===== config.mk =====
export PLATFORM = sky130hd
export DESIGN_NAME = lsu_sequencer
export DESIGN_NICKNAME = d
export VERILOG_FILES = /design/src/rtl/lsu_sequencer.sv
export SDC_FILE = /design/constraint.sdc
export NUM_CORES = 1
export LEC_CHECK = 0
export ABC_AREA = 1
export ABC_CLOCK_PERIOD_IN_PS = 1700
export BUFFER_PORTS_ARGS = -buffer_cell sky130_fd_sc_hd__buf_2
export CAP_MARGIN = 5
export CORE_MARGIN = 4
export CORE_UTILIZATION = 36
export DETAILED_ROUTE_END_ITERATION = 6
export GPL_ROUTABILITY_DRIVEN = 0
export SLEW_MARGIN = 20
export SYNTH_ARGS = -nofsm -noshare
export SYNTH_HDL_FRONTEND = slang
export SYNTH_SLANG_ARGS = --single-unit
export TNS_END_PERCENT = 30

===== constraint.sdc =====
create_clock -name clk -period 1.7 [get_ports clk]
set_clock_uncertainty 0.05 [all_clocks]
set_input_delay 0.255 -clock clk [delete_from_list [all_inputs] [get_ports clk]]
set_output_delay 0.255 -clock clk [all_outputs]
set_load 0.005 [all_outputs]

===== src/rtl/lsu_sequencer.sv =====
`default_nettype none
// ============================================================================
// Module   : lsu_sequencer
// Brief    : Memory-stage load/store sequencer with req/gnt/rvalid bus,
//            lane steering, load formatting and fault reporting.
// Revision : 1.0
// ============================================================================
module lsu_sequencer #(
    parameter int MAX_WAIT = 255
) (
    input  logic        clk,
    input  logic        rst_n,
    input  logic        i_mem_rd,
    input  logic        i_mem_wr,
    input  logic [2:0]  i_rw_type,
    input  logic [31:0] i_addr,
    input  logic [31:0] i_wdata,
    input  logic        i_flush,
    output logic        o_stall,
    output logic [31:0] o_rdata,
    output logic        o_rdata_valid,
    output logic        o_exc,
    output logic [1:0]  o_exc_cause,
    output logic        o_bus_req,
    output logic        o_bus_we,
    output logic [31:0] o_bus_addr,
    output logic [3:0]  o_bus_be,
    output logic [31:0] o_bus_wdata,
    input  logic        i_bus_gnt,
    input  logic        i_bus_rvalid,
    input  logic [31:0] i_bus_rdata
);

    typedef enum logic [1:0] {
        S_IDLE = 2'd0,
        S_REQ  = 2'd1,
        S_WAIT = 2'd2,
        S_DONE = 2'd3
    } state_t;

    localparam logic [7:0] c_LAST = 8'(MAX_WAIT - 1);

    state_t      r_state;
    state_t      w_next;
    logic [31:0] r_addr;
    logic [2:0]  r_type;
    logic        r_we;
    logic [3:0]  r_be;
    logic [31:0] r_wdata;
    logic [7:0]  r_cnt;
    logic        r_kill;
    logic [31:0] r_rdata;
    logic        r_rdata_valid;
    logic        r_exc;
    logic [1:0]  r_exc_cause;

    logic        w_access;
    logic        w_illegal;
    logic        w_misal;
    logic        w_start;
    logic        w_fault;
    logic        w_timeout;
    logic [3:0]  w_be;
    logic [31:0] w_wdata;
    logic [7:0]  w_byte;
    logic [15:0] w_half;
    logic [31:0] w_fmt;

    assign w_access  = (i_mem_rd | i_mem_wr) & ~i_flush;
    assign w_illegal = (i_mem_rd & i_mem_wr)
                     | (i_mem_wr & (i_rw_type[2] | (i_rw_type == 3'b011)))
                     | (i_mem_rd & ((i_rw_type == 3'b011) | (i_rw_type[2:1] == 2'b11)));
    assign w_misal   = ((i_rw_type[1:0] == 2'b01) & i_addr[0])
                     | ((i_rw_type[1:0] == 2'b10) & (i_addr[1:0] != 2'b00));
    assign w_start   = w_access & ~w_illegal & ~w_misal;
    assign w_fault   = w_access & (w_illegal | w_misal);
    assign w_timeout = (r_cnt == c_LAST);

    always_comb begin
        w_be    = 4'b1111;
        w_wdata = i_wdata;
        if (i_mem_wr) begin
            case (i_rw_type[1:0])
                2'b00: begin
                    w_be    = 4'b0001 << i_addr[1:0];
                    w_wdata = {4{i_wdata[7:0]}};
                end
                2'b01: begin
                    w_be    = i_addr[1] ? 4'b1100 : 4'b0011;
                    w_wdata = {2{i_wdata[15:0]}};
                end
                default: ;
            endcase
        end
    end

    always_comb begin
        case (r_addr[1:0])
            2'b00:   w_byte = i_bus_rdata[7:0];
            2'b01:   w_byte = i_bus_rdata[15:8];
            2'b10:   w_byte = i_bus_rdata[23:16];
            default: w_byte = i_bus_rdata[31:24];
        endcase
        w_half = r_addr[1] ? i_bus_rdata[31:16] : i_bus_rdata[15:0];
        case (r_type)
            3'b000:  w_fmt = {{24{w_byte[7]}}, w_byte};
            3'b001:  w_fmt = {{16{w_half[15]}}, w_half};
            3'b100:  w_fmt = {24'd0, w_byte};
            3'b101:  w_fmt = {16'd0, w_half};
            default: w_fmt = i_bus_rdata;
        endcase
    end

    // A grant always wins over flush/timeout because the bus has already taken it.
    always_comb begin
        w_next = r_state;
        case (r_state)
            S_IDLE: begin
                if (w_start)      w_next = S_REQ;
                else if (w_fault) w_next = S_DONE;
            end
            S_REQ: begin
                if (i_bus_gnt)      w_next = r_we ? S_DONE : S_WAIT;
                else if (i_flush)   w_next = S_IDLE;
                else if (w_timeout) w_next = S_DONE;
            end
            S_WAIT: begin
                if (i_bus_rvalid | w_timeout) w_next = S_DONE;
            end
            default: w_next = S_IDLE;
        endcase
    end

    always_ff @(posedge clk or negedge rst_n) begin
        if (!rst_n) begin
            r_state       <= S_IDLE;
            r_addr        <= '0;
            r_type        <= '0;
            r_we          <= 1'b0;
            r_be          <= '0;
            r_wdata       <= '0;
            r_cnt         <= '0;
            r_kill        <= 1'b0;
            r_rdata       <= '0;
            r_rdata_valid <= 1'b0;
            r_exc         <= 1'b0;
            r_exc_cause   <= '0;
        end else begin
            r_state       <= w_next;
            r_rdata_valid <= 1'b0;
            r_exc         <= 1'b0;
            r_exc_cause   <= '0;
            case (r_state)
                S_IDLE: begin
                    if (w_start) begin
                        r_addr  <= i_addr;
                        r_type  <= i_rw_type;
                        r_we    <= i_mem_wr;
                        r_be    <= w_be;
                        r_wdata <= w_wdata;
                        r_cnt   <= '0;
                        r_kill  <= 1'b0;
                    end else if (w_fault) begin
                        r_exc       <= 1'b1;
                        r_exc_cause <= w_illegal ? 2'b10 : 2'b01;
                    end
                end
                S_REQ: begin
                    r_cnt <= r_cnt + 8'd1;
                    if (i_bus_gnt) begin
                        if (i_flush & ~r_we) r_kill <= 1'b1;
                    end else if (~i_flush & w_timeout) begin
                        r_exc       <= 1'b1;
                        r_exc_cause <= 2'b11;
                    end
                end
                S_WAIT: begin
                    r_cnt <= r_cnt + 8'd1;
                    if (i_flush) r_kill <= 1'b1;
                    if (i_bus_rvalid) begin
                        if (~(r_kill | i_flush)) begin
                            r_rdata_valid <= 1'b1;
                            r_rdata       <= w_fmt;
                        end
                    end else if (w_timeout) begin
                        r_exc       <= 1'b1;
                        r_exc_cause <= 2'b11;
                    end
                end
                default: ;
            endcase
        end
    end

    assign o_stall       = rst_n & (((r_state == S_IDLE) & w_start)
                                    | (r_state == S_REQ) | (r_state == S_WAIT));
    assign o_bus_req     = (r_state == S_REQ);
    assign o_bus_we      = (r_state == S_REQ) & r_we;
    assign o_bus_addr    = {r_addr[31:2], 2'b00};
    assign o_bus_be      = r_be;
    assign o_bus_wdata   = r_wdata;
    assign o_rdata       = r_rdata;
    assign o_rdata_valid = r_rdata_valid;
    assign o_exc         = r_exc;
    assign o_exc_cause   = r_exc_cause;

endmodule
`default_nettype wire


* Yosys cells after proc, flatten, opt, wreduce, memory -nomap -nowiden
Cells that the tools add are included.
** Storage, ports and cells
- Flip-flop bits (word level) :: 119
- Bits in latches :: 0
- RAM bits :: 0
- Bits in read-only memories :: 0
- Bits of input ports :: 106
- Word-level logic and storage cells :: 117
- Memories kept :: 0
** Cells by class
- Add/sub/neg operators :: 1
- Multipliers :: 0
- Div/mod/pow operators :: 0
- Magnitude comparators :: 0
- Equality and inequality tests :: 19
- Shift-type cells :: 1
- Muxes and demuxes :: 41
- Bitwise operators :: 30
- Reduce and logical (&&, ||, !) cells :: 13
** Operators by type and width (number)
- one-hot mux 32 bit (4 select lines) :: 1
- one-hot mux 32 bit (2 select lines) :: 1
- 2-to-1 mux 32 bit :: 1
- 2-to-1 mux 2 bit :: 13
- one-hot mux 8 bit (3 select lines) :: 1
- 2-to-1 mux 16 bit :: 1
- one-hot mux 8 bit (2 select lines) :: 1
- bitwise AND 1 bit :: 14
- 2-to-1 mux 1 bit :: 14
- one-hot mux 2 bit (3 select lines) :: 2
- bitwise OR 1 bit :: 11
- adder 8 x 1 -> 8 bit (second input constant) :: 1
- equality test 2 bit (second input constant) :: 4
- equality test 8 bit (second input constant) :: 1
- 2-to-1 mux 4 bit :: 2
- 2-to-1 mux 8 bit :: 1
- one-hot mux 4 bit (2 select lines) :: 1
- equality test 2 x 1 -> 1 bit (second input constant) :: 3
- equality test 3 bit (second input constant) :: 2
- logical NOT 2 bit :: 3
- inequality test 2 bit (second input constant) :: 3
- one-hot mux 1 bit (3 select lines) :: 2
- AND reduction 3 bit :: 2
- inverter 1 bit :: 5
- 12 further kinds :: 15

* Logic depth before layout (Yosys ltp)
- Depth after elaboration :: 12
- Depth in mapped cells :: 11
- Gate-level depth less buffers :: 10

* Least setup slack after synthesis
Ideal clock, no wire load.
- Path type :: reg-to-output
- Start :: reg r_state[0]
- End :: out o_stall
- Arrival time :: 1.352 ns
- Data required time :: 1.395 ns
- Slack :: 0.043 ns
- Stages on the path, launching flop included :: 8
- Buffers on the path :: 1
- Path through :: dfrtp_1 > inv_1 > ha_1 > inv_1 > nor2_2 > nand3_4 > buf_6 > a21boi_0
** Between the ends
- Word-level cells in the longest chain between the ends :: 5
- Elaborated cells on any way between the ends :: 7
** Ends and longest elaborated chain
- start, declared :: line 43 : state_t r_state;
- start signal, assigned :: line 149 : r_state <= w_next;
- logical NOT 2 bit :: line 195 : assign o_stall = rst_n & (((r_state == S_IDLE) & w_start)
- bitwise AND 1 bit :: line 195
- bitwise OR 1 bit :: line 196 : | (r_state == S_REQ) | (r_state == S_WAIT));
- bitwise OR 1 bit * :: line 196
- bitwise AND 1 bit * :: line 195
- end, declared :: line 19 : output logic o_stall,
Mark *: on every way between the ends. The rest lies on a longest branch, timed or not.

* Worst setup path after layout
- Start :: reg r_state[1]
- End :: out o_stall
The elaborated chain is that of the path after synthesis.

==> results by group <==
Status
  • Outcome: complete, but fails checks
  • Violations in the final reports: setup timing

Setup path
  • Worst setup slack for register-to-register paths: 0.09 ns
  • Type of element launching the critical path: register
  • WP data arrival: ~1.5 ns
  • Category of the most critical setup path: register to output pin
  • Critical Path Start: r_state[1]
  • Required time at the worst-slack endpoint: 1.39 ns
  • Cell chain of the critical path: inv_2 > ha_4 > inv_4 > nor2_4 > nand3_4 > a21boi_2 > buf_2
  • R2R depth: 8
  • Critical Path End Type: output pin
  • Reg2reg end: o_rdata[23]
  • CP Capture Point: o_stall
  • CP Max Fanout: 2
  • Biggest cell delay along the critical path: approximately 0.4 ns
  • Start of the worst register-to-register path: r_state[1]
  • Slowest library cell on the worst path: sky130_fd_sc_hd__dfrtp_1

Global route
  • Vias in the first global route: 5943
  • Global-route met3 utilization: 5.50%
  • Global-route wire length before repair: 31.2 mm
  • Met2 track demand over resource in global routing: 31.5%
  • Busiest metal layer after global routing: met2
  • GR Util met1: 25.5%
  • Maximum number of pins on one net before global-route repair: 74
  • Antenna violations before repair: 1
  • Sum of overflow across all layers after global routing: 0
  • Total GRT Usage: 19.6%

Routing
  • Routed via count: 6052
  • Vias per cell: 4.78
  • Total length of routed wires: 19.1 mm
  • Avg WL per Cell: approximately 15 um
  • Total DRC errors in the routed layout: 0
  • Number of routed nets with antenna violations: 0
  • Detailed router's first-iteration violation count: 327
  • Number of detailed-routing iterations run before antenna repair: 5

Synth
  • Yosys top cell area share: between 40% and 50%
  • Syn. warnings: 0
  • Post-synth top flop: sky130_fd_sc_hd__dfrtp_1
  • Cell type contributing the most total cell area after synthesis: sky130_fd_sc_hd__dfrtp_1
  • Distinct cell type count of the synthesized netlist: 33
  • Ranking of synthesized cells by area: sky130_fd_sc_hd__dfrtp_1 (47%), sky130_fd_sc_hd__nand2_1 (18%), sky130_fd_sc_hd__nand3_1 (9.1%)
  • Number of synthesized flops with an enable pin: 0
  • Synthesized area divided by synthesized cell count: approximately 7.6 um2
  • Post-synth top cells: sky130_fd_sc_hd__nand2_1 (293), sky130_fd_sc_hd__dfrtp_1 (119), sky130_fd_sc_hd__nand3_1 (114)
  • Synthesized netlist cell count: 827
  • Sequential element share of the synthesized area: 47.4%
  • Most frequent cell after synthesis: sky130_fd_sc_hd__nand2_1
  • Fraction of registers with async set or reset after synthesis: 100%
  • Post-synthesis instance area: 6280 um2
  • Flops & latches, synth: approximately 120

Power and ir drop
  • Leakage power: 4.63 nW
  • Worst VDD drop: about 0.00075 V
  • Total power density per cell area: 1750 nW/um2

Cells and area
  • Count of nets after finishing: 1140
  • Proportion of layout cells with a drive suffix above 1: 29.2%
  • Number of inserted filler cells in the final layout: 1742
  • Non-filler cells in the finished layout: around 1300
  • Synthesis-to-layout area growth: 32.5%

Placement
  • Worst slack after detailed placement: 0.00359 ns
  • Post-detail-place hpwl: 13.5 mm
  • Placed instance count: between 1000 and 1500
  • Port buffer count: 210

CTS
  • Number of clock buffers inserted by TritonCTS: 17
  • Clock slew at reported path FFs: approximately 0.06 ns
  • Clock root buffer: sky130_fd_sc_hd__clkbuf_16
  • Insertion delay to the later sink of the worst-skew pair: roughly 0.4 ns
  • Clock tree from TritonCTS: built
  • Maximum number of buffers from clock root to sink: 2
  • H-Tree Level Count: 4
  • Clk sink count: 119

STA
  • Final hold violations: 0
  • Final Setup Violations: 2
  • Setup repair after global routing missed its margin: yes
  • Hold slack final: 0.0128 ns
  • Final worst path period share: 108%
  • Crit path time final: around 1.8 ns
  • Worst slew slack as a fraction of its limit: 60.1%
  • Transition time at the pin with the least slew margin: roughly 0.6 ns
  • PnR worst setup slack: -0.141 ns
  • FMAX: 0.543 GHz
  • Max Transition Viols Final: 0

Flow run
  • Max-cap violations: 0

Floorplanning
  • Chip width: 140 um
  • Overall die area: around 20000 um2
  • Die Span Y: 140 um
  • Initial Util: a little over a third
  • Row count: 48
  • I/O pin count: 213
  • Core footprint: 17200 um2

Worst hold path
  • Classification of the worst-slack hold path: input pin to register
  • Instance count along the most critical hold path: 3
state kept, by name, summed over array words and instances (netlist names):
signal / flops
r_we: 1
o_rdata: 32
r_kill: 1
r_cnt: 8
r_state: 2
r_type: 3
r_addr: 32
o_bus_be: 4
o_bus_wdata: 32
o_exc: 1
o_exc_cause: 2
o_rdata_valid: 1
layer usage:
metal | wire [um] | up-vias
met5 | 0 | -
met1 | 8220 | 2797
met3 | 1400 | 26
li1 | - | 3023
met4 | 405 | 0
met2 | 9060 | 206
area by class of cell:
cell class / instances / area (um2) / area share [%]
Sequential cell: 119 / 2980 / 35.8
Multi-Input combinational cell: 565 / 2600 / 31.3
Timing Repair Buffer: 256 / 1540 / 18.5
Clock buffer: 20 / 457 / 5.49
Tap cell: 225 / 282 / 3.38
Inverter: 69 / 262 / 3.14
Clock inverter: 12 / 198 / 2.38
Antenna cell: 1 / 2.50 / 0.0301
how the worst min path moves through the flow:
| stage | startpoint | slack (ns) | to |
|---|---|---|---|
| floorplan | rst_n | -0.09 | o_bus_be[0] |
| CTS | i_addr[2] | 0.002 | r_addr[2] |
| global route | i_addr[16] | 0.02 | r_addr[16] |
| detailed placement | rst_n | 0.34 | o_bus_wdata[13] |
| global placement | rst_n | 0.34 | o_bus_wdata[15] |
| finish | i_addr[4] | 0.01 | r_addr[4] |
worst max-delay path: cells and delay by family (launching register included):
| family | cells | cell delay, ns |
|---|---|---|
| AOI/OAI and AO/OA | 1 | 0.12 |
| adders and majority gates | 1 | 0.16 |
| buffers and inverters | 3 | 0.26 |
| DFF | 1 | 0.39 |
| and+or+nand+nor | 2 | 0.19 |
placed cells by master (no fill, tap or decap), drive strengths merged, types with 3 or more instances in the layout:
cell type / instances
buf: 248
nor2: 21
o211ai: 7
dfrtp: 119
bufinv: 5
xor2: 4
clkbuf: 20
o21ai: 69
a21oi: 33
nand3: 117
nor3: 3
nand2: 294
ha: 6
dlygate4sd3: 8
clkinv: 5
inv: 69
stage by stage:
step / area (um2) / power (W) / util, % / setup TNS, ns
3_3_place_gp: 7500 / 0.0103 / 43.7 / 0
6_report: 8320 / 0.0145 / 48.4 / -0.168
4_1_cts: 8300 / 0.0146 / 48.3 / -0.181
2_1_floorplan: 6280 / 0.00821 / - / 0
5_1_grt: 8320 / 0.0157 / 48.4 / -0.687
3_5_place_dp: 7500 / 0.0104 / 43.7 / 0
where the power goes:
group,leakage (nW),switching [W],internal [W]
clock,0.316,0.00133,0.00268
combinational,2.82,0.00319,0.00246
sequential,1.49,0.000751,0.00412
total,4.63,0.00528,0.00925
logic make-up (layout without fill, tap and decap cells):
family | Yosys count | count (layout) | share of synthesized area, %
AND/OR/NAND/NOR | 439 | 439 | 29.4
buffers and inverters | 144 | 357 | 11.7
flip-flops | 119 | 119 | 47.4
AO/OA/AOI/OAI | 113 | 113 | 9.53
adder cells (fa/ha/maj) | 6 | 6 | 1.20
XOR/XNOR | 5 | 5 | 0.698
other | 1 | 3 | 0.0597
what timing repair did:
item | 4_1_cts | 5_1_grt
setup buffers | 6 | 0
resized for setup | 10 | 7
hold buffers | 8 | 0
hold endpoints to repair | 119 | 0
cloned | 0 | 0
pin swaps | 4 | 0
endpoints found under the setup margin | 2 | 24
Note: power is estimated with default switching activity, not from simulation.
